==> src/rtl/ccc_cart_loader.sv <==
// Cartridge download capture for the po8 core: writes a .CCC image into cart RAM,
// tracks its size, mirrors CPU cartridge-window reads and drives the CART line.
module ccc_cart_loader #(
    parameter logic [7:0] CART_INDEX = 8'd1,
    parameter int         SETTLE_CYC = 16,
    parameter int         CART_DIV   = 28
) (
    input  logic        clk_sys,
    input  logic        reset,
    input  logic        ioctl_download,
    input  logic [7:0]  ioctl_index,
    input  logic        ioctl_wr,
    input  logic [15:0] ioctl_addr,
    input  logic [7:0]  ioctl_data,
    output logic        cart_we,
    output logic [13:0] cart_waddr,
    output logic [7:0]  cart_wdata,
    input  logic [13:0] cpu_addr,
    output logic [13:0] cart_raddr,
    output logic [14:0] cart_size,
    output logic        cart_valid,
    output logic        cart_overflow,
    output logic        cart_n
);

    localparam int SW = $clog2(SETTLE_CYC + 1);
    localparam int DW = $clog2(CART_DIV + 1);
    localparam logic [SW-1:0] SETTLE_LAST = SW'(SETTLE_CYC - 1);
    localparam logic [DW-1:0] DIV_LAST    = DW'(CART_DIV - 1);

    typedef enum logic [1:0] {ST_IDLE, ST_LOAD, ST_SETTLE, ST_READY} state_t;

    state_t        state_reg, state_next;
    logic [SW-1:0] settle_cnt_reg;
    logic [DW-1:0] div_reg;
    logic          cart_we_reg, cart_valid_reg, cart_overflow_reg, cart_n_reg;
    logic [13:0]   cart_waddr_reg, mask_reg;
    logic [7:0]    cart_wdata_reg;
    logic [14:0]   cart_size_reg;

    logic          sel, enter_load, settle_done, byte_ok, byte_ovf;
    logic [14:0]   addr_plus1;
    logic [13:0]   size_m1, smear, mask_calc;

    assign sel        = ioctl_download && (ioctl_index == CART_INDEX);
    assign addr_plus1 = {1'b0, ioctl_addr[13:0]} + 15'd1;

    // 14-bit size-1 maps 16384 to 0x3FFF; smearing below the top set bit yields 2^k-1.
    assign size_m1 = cart_size_reg[13:0] - 14'd1;
    generate
        for (genvar gi = 0; gi < 14; gi++) begin : g_smear
            assign smear[gi] = |size_m1[13:gi];
        end
    endgenerate
    assign mask_calc = smear | 14'h03FF;

    always_comb begin
        state_next  = state_reg;
        enter_load  = 1'b0;
        settle_done = 1'b0;
        byte_ok     = 1'b0;
        byte_ovf    = 1'b0;
        case (state_reg)
            ST_IDLE, ST_READY: begin
                if (sel) begin
                    state_next = ST_LOAD;
                    enter_load = 1'b1;
                end
            end
            ST_LOAD: begin
                if (!sel) begin
                    state_next = ST_SETTLE;
                end else if (ioctl_wr) begin
                    byte_ok  = (ioctl_addr[15:14] == 2'b00);
                    byte_ovf = (ioctl_addr[15:14] != 2'b00);
                end
            end
            ST_SETTLE: begin
                if (sel) begin
                    state_next = ST_LOAD;
                    enter_load = 1'b1;
                end else if (settle_cnt_reg == SETTLE_LAST) begin
                    state_next  = ST_READY;
                    settle_done = 1'b1;
                end
            end
            default: state_next = ST_IDLE;
        endcase
    end

    always_ff @(posedge clk_sys) begin
        if (reset) begin
            state_reg <= ST_IDLE;
        end else begin
            state_reg <= state_next;
        end
    end

    // Held at zero outside SETTLE, so every exit from LOAD restarts the count.
    always_ff @(posedge clk_sys) begin
        if (reset || state_reg != ST_SETTLE) begin
            settle_cnt_reg <= '0;
        end else begin
            settle_cnt_reg <= settle_cnt_reg + 1'b1;
        end
    end

    always_ff @(posedge clk_sys) begin
        if (reset) begin
            cart_we_reg       <= 1'b0;
            cart_waddr_reg    <= '0;
            cart_wdata_reg    <= '0;
            cart_size_reg     <= '0;
            cart_valid_reg    <= 1'b0;
            cart_overflow_reg <= 1'b0;
            mask_reg          <= 14'h3FFF;
        end else begin
            cart_we_reg <= byte_ok;
            if (byte_ok) begin
                cart_waddr_reg <= ioctl_addr[13:0];
                cart_wdata_reg <= ioctl_data;
                if (addr_plus1 > cart_size_reg) begin
                    cart_size_reg <= addr_plus1;
                end
            end
            if (byte_ovf) begin
                cart_overflow_reg <= 1'b1;
            end
            if (enter_load) begin
                cart_size_reg     <= '0;
                cart_overflow_reg <= 1'b0;
                cart_valid_reg    <= 1'b0;
            end
            if (settle_done) begin
                cart_valid_reg <= (cart_size_reg != 15'd0);
                mask_reg       <= mask_calc;
            end
        end
    end

    always_ff @(posedge clk_sys) begin
        if (reset || enter_load || !cart_valid_reg) begin
            div_reg    <= '0;
            cart_n_reg <= 1'b1;
        end else if (div_reg == DIV_LAST) begin
            div_reg    <= '0;
            cart_n_reg <= ~cart_n_reg;
        end else begin
            div_reg <= div_reg + 1'b1;
        end
    end

    assign cart_we       = cart_we_reg;
    assign cart_waddr    = cart_waddr_reg;
    assign cart_wdata    = cart_wdata_reg;
    assign cart_size     = cart_size_reg;
    assign cart_valid    = cart_valid_reg;
    assign cart_overflow = cart_overflow_reg;
    assign cart_n        = cart_n_reg;
    assign cart_raddr    = cart_valid_reg ? (cpu_addr & mask_reg) : cpu_addr;

endmodule

==> config.mk <==
export PLATFORM = sky130hd
export DESIGN_NAME = ccc_cart_loader
export DESIGN_NICKNAME = d
export VERILOG_FILES = /design/src/rtl/ccc_cart_loader.sv
export SDC_FILE = /design/constraint.sdc
export NUM_CORES = 1
export LEC_CHECK = 0
export ABC_AREA = 1
export CAP_MARGIN = 10
export CORE_ASPECT_RATIO = 0.7
export CORE_MARGIN = 2
export CORE_UTILIZATION = 50
export CTS_CLUSTER_DIAMETER = 50
export DETAILED_ROUTE_END_ITERATION = 12
export PLACE_DENSITY_LB_ADDON = 0.2
export REMOVE_ABC_BUFFERS = 1
export SLEW_MARGIN = 15
export SYNTH_ARGS = -nofsm -noshare
export SYNTH_HDL_FRONTEND = slang
export SYNTH_SLANG_ARGS = --single-unit
==> constraint.sdc <==
create_clock -name clk_sys -period 8.6 [get_ports clk_sys]
set_input_delay 2.15 -clock clk_sys [delete_from_list [all_inputs] [get_ports clk_sys]]
set_output_delay 2.15 -clock clk_sys [all_outputs]
set_load 0.05 [all_outputs]
[Yosys cells after proc, flatten, opt, wreduce, memory -nomap -nowiden]
Index checks and enable logic that the tools add are counted.
Operators by class
  order comparisons: 1
  add/sub/neg operators: 4
  mux-type cells: 19
  reductions and logical operators: 19
  equality and inequality tests: 10
  bitwise operators: 2
Operator list (count)
  $add A14 B1 Y15 const B: 1
  $gt A15 B15 Y1: 1
  $reduce_bool A15 Y1: 1
  $and A14 B14 Y14: 1
  $mux W14: 1
  $sub A14 B1 Y14 const B: 1
  $mux W1: 13
  $add A5 B1 Y5 const B: 2
  $eq A8 B1 Y1 const B: 1
  $mux W2: 4
  $reduce_or A2 Y1: 4
  $ne A2 B2 Y1 const B: 3
  $pmux W2 S3: 1
  $reduce_or A3 Y1: 2
  $eq A5 B4 Y1 const B: 1
  $eq A5 B5 Y1 const B: 1
  $eq A2 B2 Y1 const B: 2
  $logic_not A2 Y1: 2
  $reduce_bool A2 Y1: 2
  $reduce_or A4 Y1: 1
  $logic_or A1 B1 Y1: 3
  $ne A3 B3 Y1 const B: 1
  $reduce_and A3 Y1: 1
  $eq A2 B1 Y1 const B: 1
  other kinds (4): 4
Storage, ports and cells
  flip-flop bits (word level): 57
  word-level logic and storage cells: 66

[Depth between registers and ports, before layout]
Gate-level depths: netlist (run 1).
  word-level depth: 7
  mapped depth: 19

[Worst setup path before layout (run 1)]
No wires, ideal clock.
  path kind: input port to output port
  start: input cpu_addr[10]
  end: output cart_raddr[10]
  data required time: 6450 ps
  path buffers: 0
  arrival: 2549 ps
  stages: 1
  path slack: 3901 ps
  cell sequence: o21a_1
On the way
  longest elaborated chain between the ends: 2
Ends and longest elaborated chain
  from (decl): RTL line 18  | input logic [13:0] cpu_addr,
  $and A14 B14 Y14: RTL line 160  | assign cart_raddr = cart_valid_reg ? (cpu_addr & mask_reg) : cpu_addr;
  $mux W14 (*): RTL line 160
  to (decl): RTL line 19  | output logic [13:0] cart_raddr,
Mark *: on every way between the ends. The rest lies on a longest branch, timed or not.

[Worst setup path in the final report (run 1)]
  start: input cpu_addr[13]
  end: output cart_raddr[13]
Same word-level chain as after synthesis.

==> results of run 1 <==
## kinds of logic after synthesis
kind of cell / Yosys count / share of synthesized area, %
AND/OR/NAND/NOR: 223 / 30.0
buffers and inverters: 94 / 12.6
flip-flops: 57 / 35.9
AO/OA/AOI/OAI: 47 / 9.61
adder cells (fa/ha/maj): 22 / 8.66
XOR/XNOR: 12 / 3.31
## Yosys cell counts, drive strengths merged (2+ instances only)
| master | count | area (um2) |
|---|---|---|
| inv | 74 | 278 |
| o21a | 5 | 37.5 |
| xnor2 | 3 | 26.3 |
| dfxtp | 57 | 1140 |
| xor2 | 9 | 78.8 |
| buf | 12 | 91.3 |
| nand3 | 21 | 105 |
| nand2 | 103 | 389 |
| nor3 | 5 | 41.3 |
| a211oi | 22 | 165 |
| or2 | 2 | 12.5 |
| ha | 22 | 275 |
| a21oi | 18 | 90.1 |
| clkbuf | 8 | 30.0 |
| nand4 | 3 | 33.8 |
| nand3b | 4 | 30.0 |
| nor2 | 84 | 333 |
## worst max path at each step
| stage | from | endpoint | slack, ns |
|---|---|---|---|
| 2_1_floorplan | cpu_addr[10] | cart_raddr[10] | 3.90 |
| 3_3_place_gp | cpu_addr[12] | cart_raddr[12] | 2.95 |
| 3_5_place_dp | cpu_addr[13] | cart_raddr[13] | 2.91 |
| 4_1_cts | cpu_addr[13] | cart_raddr[13] | 2.90 |
| 5_1_grt | cpu_addr[13] | cart_raddr[13] | 2.88 |
| 6_report | cpu_addr[13] | cart_raddr[13] | 2.91 |
## report_power, final
part / internal, W / switching [W]
logic: 0.0000284 / 0.0000302
clock network: 0.000121 / 0.000116
registers: 0.000264 / 0.000000389
## cell type report
| class | instances | area share, % |
|---|---|---|
| sequential | 57 | 27.2 |
| multi-input combinational | 304 | 39.1 |
| inverter | 74 | 6.62 |
| tap | 78 | 2.33 |
| clock inverter | 5 | 0.925 |
| timing repair buffer | 85 | 20.2 |
| clock buffer | 11 | 3.61 |
## routing by layer
metal	part of all wire, %	vias up	wire [um]
li1	-	1568	-
met3	8.5	9	625
met2	42	91	3110
met1	48	1288	3550
met4	1.2	0	87
met5	0	-	0
## through the flow
step	instances	total power, W	setup slack (ns)	util [%]	area [um2]
5_1_grt	614	0.000582	2.88	67.8	4190
6_report	614	0.000560	2.91	67.8	4190
2_1_floorplan	435	0.000298	3.90	-	3060
3_5_place_dp	598	0.000329	2.91	64.7	4000
4_1_cts	614	0.000565	2.90	67.8	4190
3_3_place_gp	598	0.000327	2.95	64.7	4000
==> results.cfg, run 1 <==
[outcome]
status = finished clean

[global_routing]
grt_pass1_wl_um = 12200
globalRouteMet2Util_pct = 31.9
grt_overflow = 0
grt_pass1_vias = 2747
use_met1_pct = 28.8
grt_max_degree = 47
track_usage_pct = 21.8
globalRouteMet3Util_pct = 9.68
antenna_found_initial = 0
grt.busiest_layer = met2

[critical_path]
cp_max_fo = 1
endpoint_kind = output pin
cp.depth = 3
cp_top_family = buffers and inverters
crit_path_start_kind = input port
critPathKind = in -> out
slowest_delay_ns = 0.82
r2r_slack_ns = 6.23
path_buf_inv = 2
reg2reg_from = state_reg[1]$_SDFFE_PP0P_
path_common_cell = clkdlybuf4s50_1
reg2regPathDepth = 9
arrival_ns = 3.54
crit_required_ns = 6.45
slowest_stage = clkdlybuf4s50_1
crit_chain = clkdlybuf4s50_1 > o21a_1 > clkdlybuf4s50_1
r2r_end = cart_size[10]$_SDFFE_PP0P_

[finish]
antenna_cells = 0
final_cell_mix = nand2_1, clkdlybuf4s50_1, nor2_1
multiInputGateArea_um2 = 1640
areaGrowthSynthToFinish_pct = 31.9
regArea_um2 = 1140
fillers = 533
largest_reg_flops = 15
layout_commonest_cell = nand2_1
drive_above_1_share_pct = 4.85
final_nets = 603

[die]
die_x_um = 99.3
design.die.area_um2 = 7020
start_util_pct = 51.4
fp.coreArea_um2 = 6190
ioPinCount = 105
die_y_um = 70.7
fp-row-count = 24

[sta]
period_share_pct = 66.2
hold_viol = 0
period_needed_ns = 5.69
hold_slack_ns = 0.452
max_freq_ghz = 0.176
clock_skew_ns = 0.00630
finalSetupViolations = 0
rsz0062_at_grt = false
relSlewSlack_pct = 55.8
setup_tns_ns = 0
slew_viol_final = 0
tightest_slew_ns = 0.661

[synthesis]
netlist_area_um2 = 3180
syn_area_per_cell_um2 = 6.98
ys_seq_area_share_pct = 35.9
synth_edf_count = 0
syn_inst = 455
async_flop_share_pct = 0
synth_ff_type = dfxtp_1
yosys_warnings = 0
ys_ff_latch = 57
synth.distinct_cells = 28

[detailed_routing]
routedWlPerCell_um = 12.0
via_per_inst = 4.81
vias = 2956
routed_wl_um = 7370
drtAntennaViolNets = 0
drc = 0
drtPass1Iterations = 4
drt_iter0_markers = 92

[clock_network]
clockRootBuffer = clkbuf_8
htree_num_levels = 3
cts_resized = 0
clock_latency_ns = 0.34
clkSinkCount = 57
clkTransAtPathRegs_ns = 0.07
cts_hold_buf = 0
tritoncts = yes
cts_buffers = 9
postCtsSetupBuffers = 0
cts_buffer_depth = 2

[run]
maxCapViolations = 0

[worst_hold_path]
hp-class = reg -> reg
holdPathStages = 1
hold_end = settle_cnt_reg[0]$_SDFF_PP0_
hold_start = settle_cnt_reg[0]$_SDFF_PP0_

[power_and_ir_drop]
p_leak_nw = 1.82
p_per_area_nw_per_um2 = 134
irDropWorstVdd_mv = 0.101

[place]
gp_congestion = 0.874
place_hpwl_um = 5580
port_buffers = 84
Power figures use the tool's default switching activity.
==> run 2, diff against run 1 <==
--- a/config.mk
+++ b/config.mk
@@ -9,7 +9,7 @@
 export CAP_MARGIN = 10
 export CORE_ASPECT_RATIO = 0.7
 export CORE_MARGIN = 2
-export CORE_UTILIZATION = 50
+export CORE_UTILIZATION = 42
 export CTS_CLUSTER_DIAMETER = 50
 export DETAILED_ROUTE_END_ITERATION = 12
 export PLACE_DENSITY_LB_ADDON = 0.2
==> constraint.sdc (replaced) <==
create_clock -name clk_sys -period 5.2 [get_ports clk_sys]
set_input_delay 1.3 -clock clk_sys [delete_from_list [all_inputs] [get_ports clk_sys]]
set_output_delay 1.3 -clock clk_sys [all_outputs]
set_load 0.05 [all_outputs]
==> run 2 against run 1 <==
Effect of this change:
- largest cell class unchanged
- utilization is 10 points lower
- worst hold slack better by 0.0077 ns
- critical path depth is 16 higher
- via count is 0.68% higher
- final cell count is 3.3% higher
- highest routed layer unchanged
- critical endpoint is now cart_size[0]$_SDFFE_PP0P_
- power is 70% higher
==> results.cfg, run 2 (synthesis gave the netlist of run 1 again) <==
[clock_network]
clock_latency_ns = 0.33
htree_num_levels = 3
clkTransAtPathRegs_ns = 0.07
cts_buffer_depth = 2
clockRootBuffer = clkbuf_8
postCtsSetupBuffers = 0
cts_hold_buf = 0
cts_buffers = 9
tritoncts = yes
cts_resized = 0
clkSinkCount = 57

[power_and_ir_drop]
internal-power_w = 0.000717
irDropWorstVdd_mv = 0.139
power_frac_seq_pct = 46.0
p_comb_share_pct = 10.2
clockPowerShare_pct = 43.8
power.switching_w = 0.000234
p_per_area_nw_per_um2 = 225
p_leak_nw = 1.83
p_sw_share_pct = 24.6

[detailed_routing]
via_per_inst = 4.69
routedWlPerCell_um = 12.0
drc = 0
drt_iter0_markers = 109
drtAntennaViolNets = 0
drtPass1Iterations = 5
vias = 2976
routed_wl_um = 7590

[finish]
stdcell_count = 634
drive_above_1_share_pct = 4.66
final_nets = 603
fillers = 698
largest_reg_flops = 15
layout_commonest_cell = nand2_1
fin_util_pct = 57.7
areaGrowthSynthToFinish_pct = 32.9
regArea_um2 = 1140
multiInputGateArea_um2 = 1640
final_cell_mix = nand2_1, clkdlybuf4s50_1, nor2_1
antenna_cells = 0

[critical_path]
endpoint_kind = flip-flop
slowest_stage = clkdlybuf4s50_1
r2r_slack_ns = 2.78
crit_path_start_kind = input port
slowest_delay_ns = 0.59
crit_chain = clkdlybuf4s50_1 > ha_1 > nand2_1 > inv_1 > nand2_1 > nor2_2 > nand2_1 > xor2_1 > ha_1 > nand2_1 > inv_1 > nand2_1 > nand2_1 > a21oi_1 > nand2_1 > nand2_2 > nand2_1 > nand2_1 > nor2_1
arrival_ns = 4.36
cp_max_fo = 22
crit_required_ns = 5.43
critPathKind = in -> reg
path_common_cell = nand2_1

[place]
post-place-ws_ns = 0.752
place_inst = 618
place_hpwl_um = 5810
gp_congestion = 0.853
port_buffers = 84

[global_routing]
grt_pass1_vias = 2904
antenna_found_initial = 0
track_usage_pct = 19.8
use_met1_pct = 27.3
grt_pass1_wl_um = 13200
grt.busiest_layer = met2
grt_overflow = 0
globalRouteMet3Util_pct = 7.99
globalRouteMet2Util_pct = 28.8
grt_max_degree = 47

[die]
ioPinCount = 105
fp-row-count = 26
design.die.area_um2 = 8290
start_util_pct = 43.4
fp.coreArea_um2 = 7320
die_x_um = 108
die_y_um = 76.8

[sta]
relSlewSlack_pct = 54.1
period_needed_ns = 4.13
slew_viol_final = 0
hold_viol = 0
tightest_slew_ns = 0.688
hold_slack_ns = 0.460
finalSetupViolations = 0
period_share_pct = 79.4
worst_slack_ns = 1.07
rsz0062_at_grt = false
setup_tns_ns = 0
max_freq_ghz = 0.242
clock_skew_ns = 0.00864

[run]
maxCapViolations = 0

[outcome]
status = finished clean

[worst_hold_path]
hp-class = reg -> reg
==> run 2: worst paths after layout <==
path / depth (start not counted) / to / start
setup / recovery: 19 / cart_size[0]$_SDFFE_PP0P_ / ioctl_addr[0]
hold / removal: 1 / div_reg[0]$_SDFF_PP0_ / div_reg[0]$_SDFF_PP0_
setup reg to reg: 9 / cart_size[8]$_SDFFE_PP0P_ / state_reg[1]$_SDFFE_PP0P_
hold reg to reg: 1 / div_reg[0]$_SDFF_PP0_ / div_reg[0]$_SDFF_PP0_
==> run 2: layer usage <==
layer  part of all wire, %  vias to the layer above
met1                    49                     1310
met4                  0.91                        0
li1                      -                     1567
met2                    41                       90
met5                     0                        -
met3                   8.5                        9
==> run 2: stage by stage <==
stage	power [W]	instance area, um2
after floorplan	0.000493	3060
after global placement	0.000543	4030
after detailed placement	0.000545	4030
after CTS	0.000962	4220
after global routing	0.000997	4220
final	0.000951	4220
==> run 2: power groups by stage <==
| stage | logic (W) | registers [W] | clock network [W] |
|---|---|---|---|
| 2_1_floorplan | 0.0000455 | 0.000448 | 0 |
| 3_3_place_gp | 0.0000949 | 0.000448 | 0 |
| 3_5_place_dp | 0.0000969 | 0.000448 | 0 |
| 4_1_cts | 0.0000974 | 0.000438 | 0.000426 |
| 5_1_grt | 0.000108 | 0.000438 | 0.000451 |
| 6_report | 0.0000969 | 0.000438 | 0.000416 |
==> run 2: critical path: cells and delay by family <==
kind            cells  cell delay (ns)
compound gates      1             0.12
simple gates       12             1.37
xor+xnor            1             0.30
buf+inv             3             0.73
fa+ha+maj           2             0.51
==> run 2: cell type report <==
type	count	share of cell area, %
timing repair buffer	85	20.1
sequential	57	27.0
inverter	74	6.58
multi-input combinational	304	38.8
clock inverter	5	1.30
tap	98	2.90
clock buffer	11	3.35
==> run 3, diff against run 2 <==
==> constraint.sdc (replaced) <==
create_clock -name clk_sys -period 3.4 [get_ports clk_sys]
set_input_delay 0.85 -clock clk_sys [delete_from_list [all_inputs] [get_ports clk_sys]]
set_output_delay 0.85 -clock clk_sys [all_outputs]
set_load 0.05 [all_outputs]
==> run 3 against run 2 <==
Effect of this change:
- critical path depth down 2
- count of clock-buffer cells in the layout unchanged
- non-clock buffer count up 31
- die area unchanged
- sequential power up 53%
- register-to-register slack worse by 1.3 ns
- clock skew down 0.0040 ns
- largest power group unchanged
==> results.cfg, run 3 (synthesis gave the netlist of run 1 again) <==
[finish]
fillers = 669
layout_commonest_cell = nand2_1
multiInputGateArea_um2 = 1640
largest_reg_flops = 15
antenna_cells = 0
drive_above_1_share_pct = 10.6
areaGrowthSynthToFinish_pct = 40.9
stdcell_count = 665
final_cell_mix = nand2_1, nor2_1, clkdlybuf4s50_1
regArea_um2 = 1140
final_area_um2 = 4480
final_nets = 634

[place]
port_buffers = 84
place_hpwl_um = 6110
place_inst = 649
gp_congestion = 0.838
dpl_cell_area_um2 = 4280

[clock_network]
cts_buffer_depth = 2
postCtsSetupBuffers = 0
clock_latency_ns = 0.34
tritoncts = yes
clkSinkCount = 57
htree_num_levels = 3
clockRootBuffer = clkbuf_8
cts_buffers = 9
clkTransAtPathRegs_ns = 0.07

[detailed_routing]
via_per_inst = 4.65
routed_wl_um = 7970
drtAntennaViolNets = 0
routedWlPerCell_um = 12.0
met2_length_um = 3250
top_layer = met4
drtPass1Iterations = 4
drt-met1-wl_um = 3930
drt_iter0_markers = 88
wl_met3_um = 679
vias = 3092
drc = 0

[power_and_ir_drop]
irDropWorstVdd_mv = 0.229
p_per_area_nw_per_um2 = 329
p_total_w = 0.00147
p_leak_nw = 2.01

[worst_hold_path]
hp-class = reg -> reg
hold_start = settle_cnt_reg[0]$_SDFF_PP0_

[sta]
period_share_pct = 93.7
hold_viol = 0
period_needed_ns = 3.18
finalSetupViolations = 0
tightest_slew_ns = 0.558
slew_viol_final = 0
setup_tns_ns = 0
rsz0062_at_grt = false
relSlewSlack_pct = 62.7
max_freq_ghz = 0.314
clock_skew_ns = 0.00464

[global_routing]
grt_max_degree = 46
grt_pass1_vias = 2971
track_usage_pct = 20.5
antenna_found_initial = 0
grt_pass1_wl_um = 13500
grt_overflow = 0

[critical_path]
crit_path_start_kind = input port
crit_required_ns = 3.64
reg2reg_from = cart_size[13]$_SDFFE_PP0P_
cp_max_fo = 10
critPathKind = in -> reg
arrival_ns = 3.42
endpoint_kind = flip-flop
cp-startpoint = ioctl_addr[0]

[outcome]
status = finished clean

[die]
design.die.area_um2 = 8290
start_util_pct = 43.4
fp-row-count = 26
die_x_um = 108
fp.coreArea_um2 = 7320
ioPinCount = 105
die_y_um = 76.8

[run]
maxCapViolations = 0
[run 3: area by class of cell]
class / count / area share [%]
Tap cell: 98 / 2.74
Clock buffer: 11 / 3.16
Inverter: 74 / 6.20
Multi-Input combinational cell: 304 / 36.7
Sequential cell: 57 / 25.5
Timing Repair Buffer: 116 / 24.5
Clock inverter: 5 / 1.23
[run 3: final timing paths]
path / endpoint / slack (ns) / cells after the start
worst min-delay path: settle_cnt_reg[0]$_SDFF_PP0_ / 0.45 / 1
worst max register to register: cart_size[6]$_SDFFE_PP0P_ / 1.51 / 12
worst min register to register: settle_cnt_reg[0]$_SDFF_PP0_ / 0.45 / 1
worst max-delay path: cart_size[6]$_SDFFE_PP0P_ / 0.22 / 17
[run 3: critical path: stages]
cell	delay (ns)
clkdlybuf4s50_1	0.49
buf_4	0.15
nand3_1	0.16
nor3_4	0.24
nand2_1	0.11
xor2_1	0.19
ha_1	0.30
nand2_1	0.04
nor2_1	0.14
nand2_1	0.09
nor2_1	0.19
nor2_4	0.07
nand2_2	0.12
buf_12	0.13
nand2_1	0.05
nand2_1	0.05
nor2_1	0.04
[run 3: metal layers]
metal	GRT usage, %	vias to the layer above
li1	-	1635
met5	0	-
met2	29.3	96
met3	9.35	14
met1	27.4	1347
met4	6.03	0
[run 3: report_power, final]
part | leakage (nW) | total (W) | internal (W) | switching, W
logic | 1.45 | 0.000170 | 0.0000886 | 0.0000813
registers | 0.459 | 0.000670 | 0.000669 | 0.00000140
clock network | 0.0953 | 0.000632 | 0.000356 | 0.000276
total | 2.01 | 0.00147 | 0.00111 | 0.000359
[run 3: stage by stage]
stage               hold slack, ns  util (%)  setup slack [ns]
floorplan                    0.418         -             0.512
finish                       0.451      61.2             0.216
global route                 0.477      61.2            0.0187
detailed placement           0.438      58.4            -0.138
CTS                          0.453      61.1             0.184
global placement             0.430      58.4           -0.0785
[run 3: timing repair]
action,4_1_cts,5_1_grt
hold buffers,0,0
resized for setup,0,1
endpoints found under the setup margin,0,10
